File: src/rtl/sha1_pkg.sv
// Shared SHA-1 definitions: IV, round constants, FSM states and the UNROLL legality check.
package sha1_pkg;

  typedef enum logic [1:0] {
    ST_LOAD,
    ST_CALC,
    ST_FINAL,
    ST_OUT
  } state_t;

  typedef struct packed {
    logic [31:0] a;
    logic [31:0] b;
    logic [31:0] c;
    logic [31:0] d;
    logic [31:0] e;
  } work_t;

  localparam work_t SHA1_IV = work_t'(160'h67452301_EFCDAB89_98BADCFE_10325476_C3D2E1F0);

  localparam logic [31:0] K0 = 32'h5A827999;
  localparam logic [31:0] K1 = 32'h6ED9EBA1;
  localparam logic [31:0] K2 = 32'h8F1BBCDC;
  localparam logic [31:0] K3 = 32'hCA62C1D6;

  function automatic logic [31:0] k_const(input logic [6:0] idx);
    if (idx < 7'd20)      return K0;
    else if (idx < 7'd40) return K1;
    else if (idx < 7'd60) return K2;
    else                  return K3;
  endfunction

  // UNROLL must divide 80 and stay within the 16-word schedule window.
  function automatic bit unroll_ok(input int u);
    return (u == 1) || (u == 2) || (u == 4) || (u == 5) ||
           (u == 8) || (u == 10) || (u == 16);
  endfunction

endpackage

File: src/rtl/sha1_round_unit.sv
// One combinational SHA-1 round; function and constant are chosen from the absolute round index.
module sha1_round_unit
  import sha1_pkg::*;
(
  input  logic [6:0]  idx,
  input  work_t       state_in,
  input  logic [31:0] w,
  output work_t       state_out
);

  logic [31:0] f;
  logic [31:0] temp;

  always_comb begin
    f = state_in.b ^ state_in.c ^ state_in.d;
    if (idx < 7'd20) begin
      f = (state_in.b & state_in.c) | (~state_in.b & state_in.d);
    end else if (idx >= 7'd40 && idx < 7'd60) begin
      f = (state_in.b & state_in.c) | (state_in.b & state_in.d) | (state_in.c & state_in.d);
    end
  end

  assign temp = {state_in.a[26:0], state_in.a[31:27]} + f + state_in.e + k_const(idx) + w;

  assign state_out = '{a: temp,
                       b: state_in.a,
                       c: {state_in.b[1:0], state_in.b[31:2]},
                       d: state_in.c,
                       e: state_in.d};

endmodule

File: src/rtl/sha1_core_par.sv
// SHA-1 block core with UNROLL rounds per clock; 16-word load, 80/UNROLL calc cycles, one add cycle.
module sha1_core_par
  import sha1_pkg::*;
#(
  parameter int UNROLL  = 1,
  parameter bit OUT_REG = 1
) (
  input  logic         clk,
  input  logic         reset_n,
  input  logic         in_valid,
  output logic         in_ready,
  input  logic [31:0]  in_data,
  input  logic         in_first,
  input  logic         in_last,
  input  logic         abort,
  output logic         out_valid,
  input  logic         out_ready,
  output logic [159:0] digest,
  output logic         busy
);

  if (!unroll_ok(UNROLL)) begin : g_bad_unroll
    $error("sha1_core_par: UNROLL must be one of 1,2,4,5,8,10,16");
  end

  state_t             state, state_nxt;
  logic [3:0]         word_cnt;
  logic [6:0]         rnd_cnt;
  logic [15:0][31:0]  w_reg;
  logic               first_l, last_l;
  work_t              work, work_next, cv, base, sum;
  logic               accept, calc_done;

  assign accept    = in_valid && (state == ST_LOAD);
  assign calc_done = (rnd_cnt == 7'(80 - UNROLL));
  assign base      = first_l ? SHA1_IV : cv;

  assign sum = '{a: cv.a + work.a,
                 b: cv.b + work.b,
                 c: cv.c + work.c,
                 d: cv.d + work.d,
                 e: cv.e + work.e};

  // Window holds W[t..t+15]; produce UNROLL new words, later ones may reuse earlier new ones.
  function automatic logic [15:0][31:0] sched_next(input logic [15:0][31:0] w);
    logic [31:0][31:0] ext;
    logic [31:0]       x;
    ext       = '0;
    ext[15:0] = w;
    for (int j = 0; j < UNROLL; j++) begin
      x           = ext[j+13] ^ ext[j+8] ^ ext[j+2] ^ ext[j];
      ext[j+16]   = {x[30:0], x[31]};
    end
    return ext[UNROLL +: 16];
  endfunction

  for (genvar k = 0; k < UNROLL; k++) begin : g_rnd
    work_t stage_in, stage_out;
    if (k == 0) begin : g_head
      assign stage_in = work;
    end else begin : g_link
      assign stage_in = g_rnd[k-1].stage_out;
    end
    sha1_round_unit u_round (
      .idx       (rnd_cnt + 7'(k)),
      .state_in  (stage_in),
      .w         (w_reg[k]),
      .state_out (stage_out)
    );
  end
  assign work_next = g_rnd[UNROLL-1].stage_out;

  always_comb begin
    state_nxt = state;
    if (abort) begin
      state_nxt = ST_LOAD;
    end else begin
      case (state)
        ST_LOAD:  if (accept && word_cnt == 4'd15) state_nxt = ST_CALC;
        ST_CALC:  if (calc_done) state_nxt = ST_FINAL;
        ST_FINAL: state_nxt = last_l ? ST_OUT : ST_LOAD;
        ST_OUT:   if (out_ready) state_nxt = ST_LOAD;
        default:  state_nxt = ST_LOAD;
      endcase
    end
  end

  always_ff @(posedge clk or negedge reset_n) begin
    if (!reset_n) begin
      state    <= ST_LOAD;
      word_cnt <= '0;
      rnd_cnt  <= '0;
      w_reg    <= '0;
      first_l  <= 1'b0;
      last_l   <= 1'b0;
      work     <= '0;
      cv       <= SHA1_IV;
    end else begin
      state <= state_nxt;
      if (abort) begin
        word_cnt <= '0;
        rnd_cnt  <= '0;
        cv       <= SHA1_IV;
      end else begin
        case (state)
          ST_LOAD: begin
            if (accept) begin
              w_reg    <= {in_data, w_reg[15:1]};
              word_cnt <= word_cnt + 4'd1;
              if (word_cnt == 4'd0) begin
                first_l <= in_first;
                last_l  <= in_last;
              end
              if (word_cnt == 4'd15) begin
                cv      <= base;
                work    <= base;
                rnd_cnt <= '0;
              end
            end
          end
          ST_CALC: begin
            work    <= work_next;
            w_reg   <= sched_next(w_reg);
            rnd_cnt <= rnd_cnt + 7'(UNROLL);
          end
          ST_FINAL: begin
            cv      <= sum;
            rnd_cnt <= '0;
          end
          default: ;
        endcase
      end
    end
  end

  if (OUT_REG) begin : g_out_reg
    logic [159:0] dig_reg;
    always_ff @(posedge clk or negedge reset_n) begin
      if (!reset_n) begin
        dig_reg <= '0;
      end else if (!abort && state == ST_FINAL && last_l) begin
        dig_reg <= sum;
      end
    end
    assign digest = dig_reg;
  end else begin : g_out_comb
    // The chaining value register holds the adder result for the whole OUT phase.
    assign digest = (state == ST_OUT) ? cv : '0;
  end

  assign in_ready  = (state == ST_LOAD);
  assign out_valid = (state == ST_OUT);
  assign busy      = (state != ST_LOAD);

endmodule
File: config.mk
export PLATFORM = sky130hd
export DESIGN_NAME = sha1_core_par
export DESIGN_NICKNAME = d
export VERILOG_FILES = /design/src/rtl/sha1_pkg.sv /design/src/rtl/sha1_round_unit.sv /design/src/rtl/sha1_core_par.sv
export SDC_FILE = /design/constraint.sdc
export NUM_CORES = 2
export LEC_CHECK = 0
export CORE_UTILIZATION = 45
export CTS_CLUSTER_DIAMETER = 60
export DETAILED_ROUTE_END_ITERATION = 8
export RECOVER_POWER = 25
export SLEW_MARGIN = 20
export SYNTH_ARGS = -nofsm -noshare
export SYNTH_HDL_FRONTEND = slang
export SYNTH_SLANG_ARGS = --single-unit
export TNS_END_PERCENT = 50
File: constraint.sdc
create_clock -name clk -period 10.2 [get_ports clk]
set_input_delay 2.04 -clock clk [delete_from_list [all_inputs] [get_ports clk]]
set_output_delay 2.04 -clock clk [all_outputs]
set_load 0.01 [all_outputs]
Word-level counts from Yosys, hierarchy flattened
Index checks and enable logic that the tools add are counted.

Output and inout port bits: 163. Register bits: 1007. Bits of input ports: 39.

Reduce and logical (&&, ||, !) cells: 21. Multiplexer cells: 26. Eq/ne operators: 12. Bitwise logic cells: 14. Order comparisons: 4. Add/subtract/negate cells: 11.

Operator list (number): one-hot mux 512 bit (2 select lines) (1); two-way mux 160 bit (4); one-hot mux 160 bit (2 select lines) (2); two-way mux 512 bit (1); adder 32 bit (9); XOR 32 bit (5); bitwise AND 32 bit (4); two-way mux 32 bit (4); OR 32 bit (3); inverter 32 bit (1); two-way mux 31 bit (1); two-way mux 7 bit (3); one-hot mux 7 bit (3 select lines) (1); < comparator 7 x 6 -> 1 bit, second input constant (2); two-way mux 4 bit (3); AND reduction 3 bit (4); two-way mux 2 bit (5); != test 3 x 1 -> 1 bit, second input constant (3); one-hot mux 2 bit (4 select lines) (1); AND reduction 4 bit (2); nonzero test 2 bit (4); adder 7 x 1 -> 7 bit, second input constant (1); equality test 7 bit, second input constant (1); >= comparator 7 x 6 -> 1 bit, second input constant (1); other kinds (16) (22).

Depth between registers and ports, before layout
Depth in word-level cells: 10. Gate-level depth with buffers: 22.

By module
From an unflattened synthesis, not the netlist that was laid out.

Cells, all modules: 6247. Area, all modules: 54667.4 sq um.

Modules (own cells, without submodules): sha1_core_par (sequential area each 25299.3 sq um, area each 47743.3 sq um, cells an instance 5373, instances 1); sha1_round_unit (sequential area each 0.0 sq um, area each 6924.1 sq um, cells an instance 874, instances 1).

Worst setup path before layout
Ideal clock, no wire load.

Path kind: register -> register. From: reg rnd_cnt[5]. To: reg work (netlist bit g_rnd[0].stage_in[156]). Stages on the path, launching flop included: 20. Data arrival time: 4.737 ns. Path buffers: 3. Data required time: 10.069 ns. Setup slack: 5.332 ns. Path through: dfrtp_1 -> clkbuf_1 -> a41oi_1 -> nand2_1 -> clkbuf_1 -> clkbuf_1 -> nand2_1 -> a31oi_1 -> fa_1 -> fa_1 -> ha_1 -> nand4_1 -> nor2_1 -> a311o_1 -> a211o_1 -> a31oi_1 -> o21ai_1 -> a31oi_1 -> mux2i_1 -> nand2_1.

Longest elaborated chain between the ends: 9. Elaborated cells between the ends (all ways): 15. Classes of those cells: add/sub (4); order compare (4); mux (6); reduce/logical (1).

Ends and longest elaborated chain: start, declared (line sha1_core_par.sv:28) `logic [6:0] rnd_cnt;`; start signal, assigned (line sha1_core_par.sv:124) `rnd_cnt <= rnd_cnt + 7'(UNROLL);`; >= comparator 7 x 6 -> 1 bit or < comparator 7 x 6 -> 1 bit (tied branches) (line sha1_round_unit.sv:18, sha1_pkg.sv:29); logical AND 1 bit (line sha1_round_unit.sv:18) `end else if (idx >= 7'd40 && idx < 7'd60) begin`; two-way mux 32 bit (line sha1_round_unit.sv:18); two-way mux 32 bit (line sha1_round_unit.sv:16) `if (idx < 7'd20) begin`; adder 32 bit (2 in a row) (line sha1_round_unit.sv:23) `assign temp = {state_in.a[26:0], state_in.a[31:27]} + f + state_in.e + k_const(idx) + w;`; adder 32 bit * (2 in a row) (line sha1_round_unit.sv:23); one-hot mux 160 bit (2 select lines) * (line sha1_core_par.sv:105) `case (state)`; end signal, assigned (line sha1_core_par.sv:116) `work <= base;`; end signal, assigned (line sha1_core_par.sv:122) `work <= work_next;`; end, declared (line sha1_core_par.sv:31) `work_t work, work_next, cv, base, sum;`.

Mark *: on every way between the ends. The rest lies on a longest branch, timed or not. A chain may end at the register's enable or synchronous reset.

==> results.md <==
- For this run, the top clock speed supported by timing is 138.0 MHz.
- The flip-flop and latch count after synthesis is 1007.
- The fraction of synthesized cell area taken by the top area cell type is 0.4365.
- The flip-flop count of the largest register, all copies and words added is 512.
- The total of cells resized after clock tree synthesis is 0.
- Summed over all failing endpoints, the final setup total negative slack is 0 ns.
- The H-tree depth is 3.
- The origin of the worst min-delay path is w_reg[506].
- The flow ran to the end, but the final reports show violations.
- In this run the critical register-to-register path is captured at g_rnd[0].stage_in[159].
- The initial antenna violation count is 8.
- For met1 alone, demand over resource in global routing was 0.3601.
- Summed over all nets, the half-perimeter wirelength after detailed placement is 107.8 mm.
- In the synthesized netlist, the cells that appear most often are 1754 x nand2_1, 927 x dfrtp_1, 339 x o21ai_0.
- The clock slew seen by the registers of the worst setup and hold paths is 0.06 ns.
- The worst pin sits at a relative slew slack of -2.171.
- Input and output buffers added on the ports amount to 201.
- In this run the post-CTS setup repair buffer count came out at 0.
- The average vias per placed instance is 5.467.
- The number of global-route vias before repair is 39874.
- For this design, the sink count on the clock tree is 1007.
- The worst path in the final design needs a cycle of 7.248 ns, including I/O delays and setup.
- The cell accounting for the most synthesized area is dfrtp_1.
- The worst flop-to-flop path startpoint is rnd_cnt[5].
- The root cell of the clock tree is clkbuf_16.
- Counting every net in the synthesized netlist gives 6204.
- The routed design has 155.0 mm of wire.
- The most frequent cell after synthesis is nand2_1.
- The sequential element share of the synthesized area is 0.4760.
- Measured in cells, the most critical reg-to-reg path has a length of 22.
- In the finished design, the share of the clock period the worst path needs comes to 0.7106.
- The first-pass GRT wire length is 241.2 mm.
- Yosys mapped a number of flops with a built-in enable equal to 0.
- Buffers inserted during clock tree synthesis total 117.
- For this run, design rule violations remaining after detail routing come to 0.
- The post-detailed-route count of antenna-violating nets is 0.
- The transition time at the pin with the least slew margin is 4.757 ns.
- Across every metal layer, demand over resource in global routing totals 0.2596.
- The path class of the tightest hold or removal check is flip-flop to flip-flop.
- Yosys attributes the largest share of cell area to dfrtp_1 44%, nand2_1 12%, ha_1 4.9%, fa_1 4.4%, dfstp_2 4.0%.
- The number of DRC violations after detailed-routing iteration 0 is 3447.
- After detailed routing, the average wire length per cell comes to 20.60 um.
- Synthesis instantiated 86 different standard cells from the library.
- The number of buffers on the longest clock path is 3.
- The detailed-router iteration count before antenna repair is 5.
- Summed over all layers, the global routing overflow is 0.
- Of all nets on the critical path, the largest fanout is 163.
- Setup repair after global routing left no endpoint under its margin.
- The met3 capacity usage during global routing is 0.04168.
- Yosys printed 0 warnings.
- The count of final hold-check violations was 0.
- The clock skew after layout is 0.03176 ns.
- In this run the most used layer during global routing was met2.
- The region available for standard cell placement spans 116700 um2.
- Measured along the x axis, the die boundary spans 345.7 um.
- The summed instance area of the synthesized netlist is 53150 um2.
- The final reports fail on max-capacitance violations, max-slew violations.
- The max-slew violation count is 221.
- The count of filler cells inserted in the layout is 10797.
- STA puts the critical path data required time at 10.91 ns.
- Synthesis produced 5839 cells.
- Clock latency on the worst-skew pair, taken at its later pin, is 0.72 ns.
- The multi-input combinational cells in the finished layout cover a total of 25700 um2.
- The initialized floorplan defines 125 standard-cell rows.
- The met2 track utilization from global routing is 0.4080.
- The worst hold path terminates at w_reg[474].
- Routability-driven placement finished with a final weighted congestion of 0.9569.
- Counting flops with an async set or reset pin after synthesis yields a share of 1.000.
- The number of violations of the max-capacitance limit is 5.
- Entering global routing, the biggest net connects 245 pins.
- The arrival time at the worst endpoint is 7.96 ns.
- After synthesis, the mean cell area works out to 9.102 um2.
- Across the whole layout, storage elements account for 25300 um2.
- 202 I/O pins were placed.
- For this configuration, the core starts out at a cell density of 0.4555.
- The most used flip-flop cell after synthesis is dfrtp_1.
- The setup violation total in the final timing report is 0.
- The setup slack of the most critical reg-to-reg path is 4.20 ns.
- The die is 345.7 um tall.
- The number of hold buffers added after CTS was 0.
- Relative to the synthesized area, the layout overhead comes to 13.64%.
- The TritonCTS clock tree is built.
- The fraction of final layout cells sized beyond drive strength 1 is 0.07596.
- The die covers 119500 um2.
- After the last flow step, the layout net total stands at 6267.
- The kind of end point of the critical path is an async pin.
- STA classifies the critical path startpoint as a primary input.
- The routed layout has 41155 vias.
- The type of the worst setup path is primary input to async pin.
- The number of cells traversed by the worst hold path is 2.
[per-layer routing]
layer	wire, um	vias up
li1	-	19689
met1	68670	20096
met2	70990	1115
met3	9230	253
met4	6155	2
met5	9	-
[cells by family after synthesis]
logic type / Yosys count / share of synthesized area
AOI/OAI and AO/OA: 1211 / 0.1459
xor gates and xnor gates: 276 / 0.04603
adders and majority gates: 326 / 0.09328
buffers and inverters: 602 / 0.04273
DFF: 1007 / 0.4760
muxes: 108 / 0.02246
and+or+nand+nor: 2309 / 0.1735
[through the flow]
step                cell area, um2  hold WS [ns]  setup WS, ns  std cells    util
detailed placement           56490        0.4464         4.324       7307  0.4841
CTS                          60410        0.4373         4.284       7527  0.5178
global placement             56490        0.4439         4.355       7307  0.4841
floorplan                    53150        0.4386         5.332       5839       -
finish                       60390        0.4359         2.952       7528  0.5176
global route                 60390        0.4689         2.015       7527  0.5176
[cells in the final DEF (no fill, tap or decap), drive strengths merged, types with 11 or more instances in the layout]
| cell | netlist | layout |
|---|---|---|
| nand2 | 1754 | 1754 |
| dfrtp | 927 | 927 |
| o21ai | 370 | 370 |
| a21oi | 315 | 315 |
| inv | 301 | 313 |
| nor2 | 300 | 300 |
| ha | 209 | 209 |
| xnor2 | 205 | 205 |
| clkdlybuf4s50 | 0 | 198 |
| clkbuf | 282 | 170 |
| fa | 117 | 117 |
| mux2 | 90 | 90 |
| dfstp | 80 | 80 |
| a221oi | 79 | 79 |
| a21o | 77 | 77 |
| xor2 | 70 | 70 |
| nand3 | 64 | 64 |
| nor3 | 51 | 51 |
| a22o | 48 | 48 |
| o221ai | 45 | 45 |
| buf | 18 | 40 |
| a31oi | 39 | 39 |
| o22ai | 38 | 38 |
| o21a | 29 | 29 |
| a22oi | 29 | 29 |
| clkinv | 1 | 28 |
| nor2b | 27 | 27 |
| nand2b | 26 | 26 |
| a211oi | 26 | 26 |
| and3 | 24 | 24 |
| o31ai | 24 | 24 |
| o21bai | 21 | 21 |
| nand4 | 19 | 19 |
| mux2i | 18 | 18 |
| a41oi | 11 | 11 |
[how the worst max path moves through the flow]
stage,startpoint,to,slack [ns]
2_1_floorplan,rnd_cnt[5],g_rnd[0].stage_in[156],5.33
3_3_place_gp,rnd_cnt[5],g_rnd[0].stage_in[159],4.36
3_5_place_dp,rnd_cnt[5],g_rnd[0].stage_in[159],4.32
4_1_cts,rnd_cnt[5],g_rnd[0].stage_in[159],4.28
5_1_grt,reset_n,w_reg[418],2.01
6_report,reset_n,w_reg[418],2.95
[layout make-up]
| cell class | count | area share |
|---|---|---|
| Inverter | 302 | 0.01881 |
| Clock buffer | 165 | 0.05478 |
| Multi-Input combinational cell | 4230 | 0.4256 |
| Tap cell | 1524 | 0.03157 |
| Clock inverter | 55 | 0.01026 |
| Timing Repair Buffer | 244 | 0.04009 |
| Sequential cell | 1007 | 0.4189 |
| Antenna cell | 1 | 0.00004143 |
[critical path, cell delays in order]
cell and delay, ns:
clkbuf_1 3.27, clkbuf_1 1.69, buf_12 0.69
Power is not shown: default switching activity piles up to over one toggle a cycle in this logic, so the estimate is an artifact.
